[config.mk]
export PLATFORM = sky130hd
export DESIGN_NAME = stopwatch_core_flat
export DESIGN_NICKNAME = d
export VERILOG_FILES = /design/src/rtl/stopwatch_if.sv /design/src/rtl/stopwatch_core.sv /design/src/flat_wrapper.sv
export SDC_FILE = /design/constraint.sdc
export NUM_CORES = 1
export LEC_CHECK = 0
export CORE_AREA = 2 2 73 68
export DETAILED_ROUTE_END_ITERATION = 8
export DIE_AREA = 0 0 75 70
export GPL_TIMING_DRIVEN = 0
export HOLD_SLACK_MARGIN = 0.02
export PLACE_DENSITY_LB_ADDON = 0.12
export SYNTH_ARGS = -nofsm -noshare
export SYNTH_HDL_FRONTEND = slang
export SYNTH_SLANG_ARGS = --single-unit
[constraint.sdc]
create_clock -name clk -period 4.84 [get_ports clk]
set_clock_uncertainty 0.1 [all_clocks]
set_input_delay 0.968 -clock clk [delete_from_list [all_inputs] [get_ports clk]]
set_output_delay 0.968 -clock clk [all_outputs]
set_load 0.1 [all_outputs]
[src/rtl/stopwatch_if.sv]
// stopwatch_if: tick, control and display signals shared by the stopwatch core and its driver.
interface stopwatch_if;
    logic       one_hz;
    logic       two_hz;
    logic       blink;
    logic       fast;
    logic       pause_btn;
    logic       adj;
    logic       sel;
    logic [6:0] seg;
    logic [3:0] an;
    modport master (output one_hz, two_hz, blink, fast, pause_btn, adj, sel, input seg, an);
    modport slave (input one_hz, two_hz, blink, fast, pause_btn, adj, sel, output seg, an);
endinterface

[src/rtl/stopwatch_core.sv]
// stopwatch_core: MM:SS BCD stopwatch with synchronized pause toggle, per-field adjust
// and a registered four-digit multiplexed 7-segment scan.
module stopwatch_core (
    input logic        clk,
    input logic        rst,
    stopwatch_if.slave bus
);
    logic [2:0] mt_q, mt_d, st_q, st_d;
    logic [3:0] mo_q, mo_d, so_q, so_d;
    logic       sync1_q, sync1_d, sync2_q, sync2_d, edge_q, edge_d, paused_q, paused_d;
    logic [1:0] scan_q, scan_d;
    logic [6:0] seg_q, seg_d;
    logic [3:0] an_q, an_d;
    logic       run_inc, adj_min, adj_sec, sec_wrap, blank;
    logic [3:0] digit;

    function automatic logic [6:0] seg_code(input logic [3:0] d);
        case (d)
            4'd0:    seg_code = 7'b1000000;
            4'd1:    seg_code = 7'b1111001;
            4'd2:    seg_code = 7'b0100100;
            4'd3:    seg_code = 7'b0110000;
            4'd4:    seg_code = 7'b0011001;
            4'd5:    seg_code = 7'b0010010;
            4'd6:    seg_code = 7'b0000010;
            4'd7:    seg_code = 7'b1111000;
            4'd8:    seg_code = 7'b0000000;
            4'd9:    seg_code = 7'b0010000;
            default: seg_code = 7'b1111111;
        endcase
    endfunction

    always_comb begin
        sync1_d  = bus.pause_btn;
        sync2_d  = sync1_q;
        edge_d   = sync2_q;
        paused_d = paused_q ^ (sync2_q & ~edge_q);
        // adjust mode owns the increment, so one_hz and pause are ignored there
        run_inc  = !bus.adj && bus.one_hz && !paused_q;
        adj_min  = bus.adj && bus.two_hz && !bus.sel;
        adj_sec  = bus.adj && bus.two_hz && bus.sel;
        sec_wrap = st_q == 3'd5 && so_q == 4'd9;
        so_d = so_q;
        st_d = st_q;
        mo_d = mo_q;
        mt_d = mt_q;
        if (run_inc || adj_sec) begin
            so_d = so_q == 4'd9 ? 4'd0 : so_q + 4'd1;
            st_d = so_q != 4'd9 ? st_q : sec_wrap ? 3'd0 : st_q + 3'd1;
        end
        if ((run_inc && sec_wrap) || adj_min) begin
            mo_d = mo_q == 4'd9 ? 4'd0 : mo_q + 4'd1;
            mt_d = mo_q != 4'd9 ? mt_q : mt_q == 3'd5 ? 3'd0 : mt_q + 3'd1;
        end
        scan_d = scan_q + {1'b0, bus.fast};
        digit  = scan_q == 2'd0 ? so_q : scan_q == 2'd1 ? {1'b0, st_q} :
                 scan_q == 2'd2 ? mo_q : {1'b0, mt_q};
        // scan[1] set means a minutes digit; blank the field chosen by sel
        blank  = bus.adj && !bus.blink && (scan_q[1] ^ bus.sel);
        an_d   = ~(4'b0001 << scan_q);
        seg_d  = blank ? 7'b1111111 : seg_code(digit);
    end

    always_ff @(posedge clk or posedge rst) begin
        if (rst) begin
            mt_q     <= '0;
            mo_q     <= '0;
            st_q     <= '0;
            so_q     <= '0;
            sync1_q  <= 1'b0;
            sync2_q  <= 1'b0;
            edge_q   <= 1'b0;
            paused_q <= 1'b0;
            scan_q   <= '0;
            seg_q    <= 7'b1111111;
            an_q     <= 4'b1111;
        end else begin
            mt_q     <= mt_d;
            mo_q     <= mo_d;
            st_q     <= st_d;
            so_q     <= so_d;
            sync1_q  <= sync1_d;
            sync2_q  <= sync2_d;
            edge_q   <= edge_d;
            paused_q <= paused_d;
            scan_q   <= scan_d;
            seg_q    <= seg_d;
            an_q     <= an_d;
        end
    end

    assign bus.seg = seg_q;
    assign bus.an  = an_q;
endmodule

[src/flat_wrapper.sv]
// flat-port wrapper written by rule: the top's interface ports become plain ports
module stopwatch_core_flat 
  (clk, rst, bus_one_hz, bus_two_hz, bus_blink, bus_fast, bus_pause_btn, bus_adj, bus_sel, bus_seg, bus_an);
  stopwatch_if bus_i ();
  input logic clk;
  input logic rst;
  input wire logic [$bits(bus_i.one_hz)-1:0] bus_one_hz;
  input wire logic [$bits(bus_i.two_hz)-1:0] bus_two_hz;
  input wire logic [$bits(bus_i.blink)-1:0] bus_blink;
  input wire logic [$bits(bus_i.fast)-1:0] bus_fast;
  input wire logic [$bits(bus_i.pause_btn)-1:0] bus_pause_btn;
  input wire logic [$bits(bus_i.adj)-1:0] bus_adj;
  input wire logic [$bits(bus_i.sel)-1:0] bus_sel;
  output wire logic [$bits(bus_i.seg)-1:0] bus_seg;
  output wire logic [$bits(bus_i.an)-1:0] bus_an;
  assign bus_i.one_hz = bus_one_hz;
  assign bus_i.two_hz = bus_two_hz;
  assign bus_i.blink = bus_blink;
  assign bus_i.fast = bus_fast;
  assign bus_i.pause_btn = bus_pause_btn;
  assign bus_i.adj = bus_adj;
  assign bus_i.sel = bus_sel;
  assign bus_seg = bus_i.seg;
  assign bus_an = bus_i.an;
  stopwatch_core u_core (.clk(clk), .rst(rst), .bus(bus_i));
endmodule
==> summary.md, run 1 <==
| Metric | Value |
|---|---|
| Status | completed |
| Vias in the first global route | slightly above 1000 |
| Floorplan Core Area | approximately 4600 um^2 |
| First-pass GRT wire length | roughly 4700 um |
| Largest net degree at the start of global routing | 32 |
| Via count | 1034 |
| Worst Path Max Fanout | 1 |
| Slew Limit Fails | 0 |
| Die area | 5250 um^2 |
| Critical path type | register to output port |
| Area Growth Syn to Fin | 23.6% |
| Root buf cell | clkbuf_8 |
| Global placer's final weighted congestion | approximately 0.70 |
| Hold buffer count at cts | 0 |
| Tcrit/Tclk final | 61.7% |
| Syn Std Cell Area | 1500 um^2 |
| Critical path buffers and inverters | 1 |
| Worst path required time | 3.77 ns |
| DRC viols | 0 |
| RSZ-0062 raised after global routing | false |
| Worst-Skew Late Latency | 0.28 ns |
| CP Cell Sequence | clkdlybuf4s50_1 |
| Synth Register Bits | 31 |
| Critical path's largest stage delay | about 1.1 ns |
| Number of antenna diodes | 0 |
| Multi-input logic area | 686 um^2 |
| Post-DRT Antenna Nets | 0 |
| Layout cells sized above 1 | 19.6% |
| CP startpoint kind | register |
| Fmax | 335 MHz |
| Post-CTS setup buffer count | 0 |
| IO buf count | 19 |
| Initial Util | 32.7% |
| Post-cts resize count | 0 |
| Clock sinks | 31 |
| Buffer depth of the longest clock path | 2 |
| R2R depth | 6 |
| Detail Placement HPWL | 1940 um |
| DRT Pass-1 Iters | 4 |
| Worst slew pin tran | 1.16 ns |
| Clock transition at path regs | 0.07 ns |
| Final net count | 170 |
| Syn avg cell area | 11.5 um^2 |
| Avg WL per Cell | 11.8 um |
| Final setup TNS | 0 ns |
| Register-to-register setup slack | 2.86 ns |
| # rows | 24 |
| CTS buffer count | 5 |
| CP delay by family, top | buffers and inverters |
| Mapped Cells | approximately 130 |
| Antenna violations before repair | 0 |
| Slew HR | 22.8% |
| Hold depth | 0 |
| Sequential area share after synthesis | 52.5% |
| Reg area | 790 um^2 |
| # setup viols final | 0 |
| WHS Endpoint | u_core.edge_d |
| Final Hold Vio Count | 0 |
| WL final | 2630 um |
| Synthesis Warnings | 0 |
| Vias per cell | 4.64 |
| CTS tree | yes |
| Htree depth | 2 |
| Total Routing Usage GR | a little under an eighth |
| Worst r2r dst | u_core.mt_q[2] |
| Die width | 75 um |
| Tmin final | approximately 3 ns |
| GR Overflow Total | 0 |
| Hold WC Path Type | register to register |
| Max-Cap Viols | 0 |
| Syn Nets | 144 |
| Worst Setup End Kind | output port |
| # fillers | between 400 and 500 |
| Distinct cells, synth | 35 |
| Hold Crit Start | u_core.sync1_q |
| Chip height | 70 um |
| Slowest cell on crit path | clkdlybuf4s50_1 |
| Reg-to-reg startpoint | u_core.st_q[1] |
| CP arrival | 1.92 ns |
| Initial DRC Count | 49 |
| I/O pin count | 20 |
sequential cells by signal, summed over array words and instances, names as in the netlist:
| name | flops |
|---|---|
| u_core.bus.an | 4 |
| u_core.sync1_q | 1 |
| u_core.bus.seg | 7 |
| u_core.scan_q | 2 |
| u_core.mt_q | 3 |
| u_core.st_q | 3 |
| u_core.paused_q | 1 |
| u_core.edge_d | 1 |
| u_core.edge_q | 1 |
| u_core.so_q | 4 |
| u_core.mo_q | 4 |
layout make-up:
type                    count  area share [%]
inverters                   5            1.01
multi-input cells          93            36.9
flip-flops and latches     31            42.5
clock buffers               5            3.70
plain buffers               2           0.538
clock inverters             3           0.808
repair buffers             19            10.2
well taps                  65            4.37
worst max path at each step:
| stage | depth (start not counted) | start | to | slack [ns] |
|---|---|---|---|---|
| 3_3_place_gp | 5 | bus_adj | u_core.mt_q[2] | 1.92 |
| 3_5_place_dp | 5 | bus_adj | u_core.mt_q[2] | 1.90 |
| 5_1_grt | 1 | u_core.bus.an[0] | bus_an[0] | 1.80 |
| 6_report | 1 | u_core.bus.seg[6] | bus_seg[6] | 1.85 |
| 2_1_floorplan | 4 | bus_adj | u_core.mt_q[1] | 2.58 |
| 4_1_cts | 1 | u_core.bus.an[0] | bus_an[0] | 1.83 |
synth_stat cells (all sizes together):
cell	instances	area, um^2
nand3	2	10.0
nand2b	7	43.8
nand4b	2	23.8
a22o	2	17.5
and3	1	6.26
inv	5	18.8
nor3b	4	30.0
or2	1	6.26
nor3	1	5.00
xor2	2	17.5
a221oi	1	8.76
nand4bb	2	22.5
a21boi	1	7.51
nor2	13	48.8
nor2b	3	18.8
o21a	2	15.0
buf	2	10.0
xnor2	4	35.0
a21oi	4	20.0
mux2i	1	10.0
ha	4	50.1
or3	1	6.26
o211ai	1	7.51
dfstp	11	289
o21ai	14	70.1
mux4	3	67.6
dfrtp	20	500
mux2	4	52.6
nand2	7	26.3
a21o	2	15.0
nand3b	3	22.5
o31ai	1	21.3
logic make-up (layout without fill, tap and decap cells):
group                    Yosys count  count (layout)  share of synthesized area [%]
AND/OR/NAND/NOR                   47              47                           18.0
flip-flops                        31              31                           52.5
AO/OA/AOI/OAI                     28              28                           12.1
multiplexers                       8               8                           8.65
buffers and inverters              7              34                           1.91
XOR/XNOR                           6               6                           3.49
adder cells (fa/ha/maj)            4               4                           3.33
per-stage QoR:
| stage | setup WS, ns | hold slack (ns) | instance area, um^2 | instances | utilization (%) |
|---|---|---|---|---|---|
| after global routing | 1.80 | 0.282 | 1860 | 223 | 40.5 |
| after floorplan | 2.58 | 0.231 | 1500 | 131 | - |
| after global placement | 1.92 | 0.234 | 1780 | 215 | 38.6 |
| after CTS | 1.83 | 0.258 | 1860 | 223 | 40.5 |
| final | 1.85 | 0.257 | 1860 | 223 | 40.5 |
| after detailed placement | 1.90 | 0.241 | 1780 | 215 | 38.6 |
layer usage:
layer / global-route usage, % / wire length (um) / vias up
met5: 0 / 0 / -
met4: 5.36 / 35 / 0
met3: 3.90 / 111 / 5
met2: 18.3 / 1240 / 19
met1: 15.3 / 1250 / 499
li1: - / - / 511
cells in the final DEF (no fill, tap or decap), drive strengths merged, types with 3 or more instances in the layout:
cell type      synthesis  routed
clkdlybuf4s50          0      19
nor3b                  4       4
nor2                  13      13
nand2                  7       7
ha                     4       4
xnor2                  4       4
nand2b                 7       7
mux2                   4       4
nand3b                 3       3
clkbuf                 0       5
o21ai                 14      14
clkinv                 0       3
a21oi                  4       4
mux4                   3       3
inv                    5       5
dfstp                 11      11
nor2b                  3       3
dfrtp                 20      20
Power of run 1 is left out: the tool's default activity adds up to more than one toggle a clock period on the data nets, which glitch-free logic cannot reach.
==> run 2, diff against run 1 <==
clock period = 3.1 ns   (was 4.84 ns; I/O delays follow)
==> results of run 2 <==
Same layout as run 1 (identical final DEF). Status: completed.
Among the figures that moved: setup slack after placement 1.90 ns -> 0.505 ns; setup slack after layout 1.85 ns -> 0.462 ns; register-to-register setup slack 2.86 ns -> 1.12 ns
Power of run 2 is left out for the same reason.
==> run 3, diff against run 2 <==
CAP_MARGIN = 0   (was unset)
==> results of run 3 <==
Same layout as run 1 (identical final DEF). Status: completed.
Among the figures that moved: setup slack after placement 1.90 ns -> 0.505 ns; setup slack after layout 1.85 ns -> 0.462 ns; register-to-register setup slack 2.86 ns -> 1.12 ns
Power of run 3 is left out for the same reason.
